--- src/rtl/pipe_ctrl_pkg.sv ---
// Shared types and constants for the pipeline sequencing controller.
package pipe_ctrl_pkg;

  typedef enum logic [1:0] {
    IDLE  = 2'd0,
    RUN   = 2'd1,
    STALL = 2'd2,
    DRAIN = 2'd3
  } state_t;

  localparam int STAGES_DEF = 5;

  localparam int IF  = 0;
  localparam int ID  = 1;
  localparam int EX  = 2;
  localparam int MEM = 3;
  localparam int WB  = 4;

endpackage

--- src/rtl/pipe_valid_chain.sv ---
// Per-stage valid shift register with stall-hold, bubble-insert and flush controls.
module pipe_valid_chain
  import pipe_ctrl_pkg::*;
#(
  parameter int STAGES = STAGES_DEF
) (
  input  logic              clk,
  input  logic              reset_n,
  input  logic              shift_i,
  input  logic              in_i,
  input  logic              hold_lo_i,
  input  logic              bubble_i,
  input  logic              flush_i,
  output logic [STAGES-1:0] valid_o
);

  logic [STAGES-1:0] valid_q, valid_d;

  // Flush is applied last so it overrides both the hold and the shifted-in bit.
  always_comb begin
    valid_d = valid_q;
    if (shift_i) begin
      valid_d = {valid_q[STAGES-2:0], in_i};
      if (hold_lo_i) valid_d[ID:IF] = valid_q[ID:IF];
      if (bubble_i)  valid_d[EX]    = 1'b0;
      if (flush_i)   valid_d[ID:IF] = 2'b00;
    end
  end

  always_ff @(posedge clk or negedge reset_n) begin
    if (!reset_n) valid_q <= '0;
    else          valid_q <= valid_d;
  end

  assign valid_o = valid_q;

endmodule

--- src/rtl/pipe_ctrl.sv ---
// Pipeline sequencing controller: fill, load-use bubble, branch flush and drain-to-idle.
module pipe_ctrl
  import pipe_ctrl_pkg::*;
#(
  parameter int STAGES = STAGES_DEF
) (
  input  logic              clk,
  input  logic              reset_n,
  input  logic              start,
  input  logic              halt_req,
  input  logic              hazard,
  input  logic              flush,
  output logic              pc_en,
  output logic [STAGES-2:0] stage_en,
  output logic [STAGES-1:0] stage_valid,
  output logic              bubble,
  output logic              busy,
  output logic              done
);

  state_t state_q, state_d;
  logic   pending_q, pending_d;
  logic   stall;
  logic   drained;
  logic   pend_now;

  // A stall needs a real instruction in ID; a flush squashes it anyway.
  assign stall    = (state_q == RUN) && hazard && stage_valid[ID] && !flush;
  assign drained  = (state_q == DRAIN) && (stage_valid == '0);
  assign pend_now = pending_q || halt_req;

  always_ff @(posedge clk or negedge reset_n) begin
    if (!reset_n) begin
      state_q   <= IDLE;
      pending_q <= 1'b0;
    end else begin
      state_q   <= state_d;
      pending_q <= pending_d;
    end
  end

  always_comb begin
    state_d   = state_q;
    pending_d = pending_q;
    unique case (state_q)
      IDLE: begin
        if (start) begin
          state_d   = RUN;
          pending_d = halt_req;
        end
      end
      RUN: begin
        pending_d = pend_now;
        if (stall)         state_d = STALL;
        else if (pend_now) state_d = DRAIN;
      end
      STALL: begin
        pending_d = pend_now;
        state_d   = pend_now ? DRAIN : RUN;
      end
      DRAIN: begin
        if (drained) begin
          state_d   = IDLE;
          pending_d = 1'b0;
        end
      end
      default: state_d = IDLE;
    endcase
  end

  always_comb begin
    pc_en    = 1'b0;
    stage_en = '0;
    bubble   = 1'b0;
    done     = 1'b0;
    unique case (state_q)
      IDLE: ;
      RUN, STALL: begin
        pc_en    = !stall;
        stage_en = '1;
        if (stall) stage_en[IF] = 1'b0;
        bubble   = stall;
      end
      DRAIN: begin
        stage_en = '1;
        done     = drained;
      end
      default: ;
    endcase
  end

  assign busy = (state_q != IDLE);

  pipe_valid_chain #(.STAGES(STAGES)) u_chain (
    .clk       (clk),
    .reset_n   (reset_n),
    .shift_i   ((state_q != IDLE) || start),
    .in_i      (state_q != DRAIN),
    .hold_lo_i (stall),
    .bubble_i  (stall),
    .flush_i   (flush && (state_q != IDLE)),
    .valid_o   (stage_valid)
  );

endmodule

--- config.mk ---
export PLATFORM = sky130hd
export DESIGN_NAME = pipe_ctrl
export DESIGN_NICKNAME = d
export VERILOG_FILES = /design/src/rtl/pipe_ctrl_pkg.sv /design/src/rtl/pipe_valid_chain.sv /design/src/rtl/pipe_ctrl.sv
export SDC_FILE = /design/constraint.sdc
export NUM_CORES = 1
export LEC_CHECK = 0
export CELL_PAD_IN_SITES_DETAIL_PLACEMENT = 2
export CELL_PAD_IN_SITES_GLOBAL_PLACEMENT = 2
export CORE_UTILIZATION = 30
export DETAILED_ROUTE_END_ITERATION = 6
export DONT_BUFFER_PORTS = 1
export PLACE_DENSITY = 0.66
export SLEW_MARGIN = 20
export SYNTH_ARGS = -nofsm -noshare
export SYNTH_HDL_FRONTEND = slang
export SYNTH_SLANG_ARGS = --single-unit
--- constraint.sdc ---
create_clock -name clk -period 1.4 [get_ports clk]
set_input_delay 0.28 -clock clk [delete_from_list [all_inputs] [get_ports clk]]
set_output_delay 0.28 -clock clk [all_outputs]
set_load 0.005 [all_outputs]
==> qor.csv <==
metric;value;unit
endpoint_kind;output pin;
report.final.hold_viol_count;0;
post_route_cells_drive_above_1_share;58.3;%
run_status;complete, but fails checks;
wp_buf_inv;1;
cts_sinks;8;
synthTopCellsByCount;sky130_fd_sc_hd__nand2_1, sky130_fd_sc_hd__dfrtp_1, sky130_fd_sc_hd__nor2_1;
setup-violations-final;6;
layout.core_utilization;51.2;%
rsz0062_at_grt;true;
syn-instance-count;59;
drtPass1Iterations;4;
mappedNetlistArea;552;sq um
worst_slack_setup_final;-222;ps
route.detailed.vias_per_inst;5.08;
die_height;44.9;um
post-synth-top-area-cell;sky130_fd_sc_hd__dfrtp_1;
failed_checks;negative setup slack;
cts_tree;built;
rows;15;
fp.coreArea;0.00173;sq mm
antenna_found_initial;0;
effective_utilization_at_floorplan;32.0;%
grt_first_pass_wirelength;2970;um
chipWidth;44.9;um
crit_path_top_delay_cell;sky130_fd_sc_hd__dfrtp_1;
place.port_buffers;0;
synth-seq-area-share;36.3;%
worstMarginPinSlew;423;ps
worstRegToRegCells;5;
gp_congestion;0.733;
min_path_type;in2reg;
via_count;554;
cts_root_buffer;sky130_fd_sc_hd__clkbuf_4;
timing.critical_path.slowest_cell_delay;410;ps
launching_point_of_the_worst_reg2reg_path;state_q[1];
synth_enable_flop_cells;0;
timing.max_slew.rel_slack;71.7;%
dpl.hpwl;1210;um
synth.ff_latch_count;8;
cts-htree-levels;1;
cell_class_contributing_the_biggest_share_of_worst_path_delay;flip-flops;
post-route-drc-count;0;
synthArstFlopShare;100;%
cts_made_buffers;3;
rr_endpoint;pending_q;
fin_nets;95;
worstPathMaxFanout;2;
grt_max_degree;9;
clockBufferDepth;2;
crit_path_cell_trace;inv_2, ha_4, nand2_4, and2_4, o21a_1;
clk_latency;270;ps
final_antenna_net_count;0;
layout_min_cycle_time;1620;ps
ios;19;
post_synth_num_cell_types;29;
hold-worst-slack;206;ps
part_of_the_cycle_the_worst_path_needs;116;%
area_delta_synth_final;60.3;%
fp.dieArea;0.00201;sq mm
skew;2.69;ps
drt_iter0_markers;13;
worstPathRequired;1120;ps
synth_top_area_share;36.3;%
final_max_slew_violation_count;0;
filler_cell_count;190;
leakagePower;0.000420;uW
routed_wl;2060;um
total_power;2420;uW
yosys-top-cells-area;sky130_fd_sc_hd__dfrtp_1, sky130_fd_sc_hd__ha_1, sky130_fd_sc_hd__nand2_1;
ys.flop_type;sky130_fd_sc_hd__dfrtp_1;
yosysWarnings;0;
grt_pass1_vias;574;
crit_type;reg2out;
clk_pin_slew_worst_paths;70;ps
max_cap_violations;0;
arrival;1340;ps
grt.total_usage;22.1;%
setup.worst_path.start;state_q[1];
cp.depth;5;
worst_setup_path_endpoint;stage_en[0];
power_per_cell_area;2730;mW/mm^2
postSynthNetCount;69;
wire_per_inst;18.9;um
max_freq;0.616;GHz
synthesis.area_per_instance;9.35;sq um
synthMostInstantiatedCell;sky130_fd_sc_hd__nand2_1;
r2r_slack;-80;ps
grt-ovfl-total;0;
startpoint_type;register;
dpl_worst_slack;-9.77;ps
antennaDiodeCount;0;
vdd_drop_max;1.22;mV
flip-flops by register name, summed over array words and instances, names as in the netlist:
signal	cells
pending_q	1
state_q	2
u_chain.valid_o	5
worst min-delay path by stage:
| stage | cells past startpoint | to | slack, ps | start |
|---|---|---|---|---|
| 2_1_floorplan | 0 | pending_q | -20 | reset_n |
| 3_3_place_gp | 0 | u_chain.valid_o[0] | -20 | reset_n |
| 3_5_place_dp | 0 | u_chain.valid_o[0] | -20 | reset_n |
| 4_1_cts | 3 | u_chain.valid_o[2] | 220 | start |
| 5_1_grt | 3 | u_chain.valid_o[4] | 210 | start |
| 6_report | 3 | u_chain.valid_o[3] | 210 | start |
power by group:
group          leakage (uW)  internal, uW  switching (uW)  total (uW)
Sequential        0.0000959           353             109         462
Clock             0.0000150           111             110         221
Combinational      0.000309           932             800        1730
logic make-up (layout without fill, tap and decap cells):
kind of cell,count (synthesis),after routing,synth area share (%)
adders and majority gates,4,4,9.07
DFF,8,8,36.3
and+or+nand+nor,25,25,24.5
AOI/OAI and AO/OA,15,15,23.4
buffers and inverters,7,32,6.80
per-layer routing:
metal	wire length, um	part of all wire (%)	track usage, %
met2	1100	53	39.1
met1	871	42	27.3
met4	40	1.9	7.27
met5	0	0	0
met3	50	2.4	3.60
timing repair:
| action | 4_1_cts | 5_1_grt |
|---|---|---|
| gates resized for setup | 11 | 11 |
| hold buffers | 1 | 0 |
| setup buffers | 9 | 5 |
| pin swaps | 4 | 8 |
| setup endpoints to repair | 9 | 13 |
| hold endpoints to repair | 8 | 0 |
cell usage in the layout, fill, tap and decap left out, types with 2 or more instances in the layout:
cell type,n
sky130_fd_sc_hd__nand2_1,8
sky130_fd_sc_hd__nand2_4,2
sky130_fd_sc_hd__clkbuf_4,3
sky130_fd_sc_hd__buf_4,19
sky130_fd_sc_hd__ha_4,4
sky130_fd_sc_hd__dfrtp_1,7
sky130_fd_sc_hd__buf_6,4
sky130_fd_sc_hd__nor2_1,5
sky130_fd_sc_hd__inv_2,2
per-stage QoR:
step | std cells | area (sq um) | setup TNS, ps
2_1_floorplan | 59 | 568 | 0
3_3_place_gp | 92 | 659 | 0
3_5_place_dp | 92 | 659 | -14.1
4_1_cts | 106 | 807 | -775
5_1_grt | 109 | 885 | -1260
6_report | 109 | 885 | -840
final cells by class:
class	instances	area, sq um	share of cell area, %
Tap cell	25	31.3	3.54
Clock buffer	4	26.3	2.97
Sequential cell	8	201	22.8
Inverter	4	17.5	1.98
Multi-Input combinational cell	44	410	46.4
Timing Repair Buffer	24	198	22.3
worst register-to-register path, cell delays in order (launching register included):
cell and delay (ps):
sky130_fd_sc_hd__dfrtp_1 410, sky130_fd_sc_hd__inv_2 110, sky130_fd_sc_hd__ha_4 210, sky130_fd_sc_hd__buf_4 140, sky130_fd_sc_hd__o2111a_1 230, sky130_fd_sc_hd__a311o_1 260
Note: power is estimated with default switching activity, not from simulation.
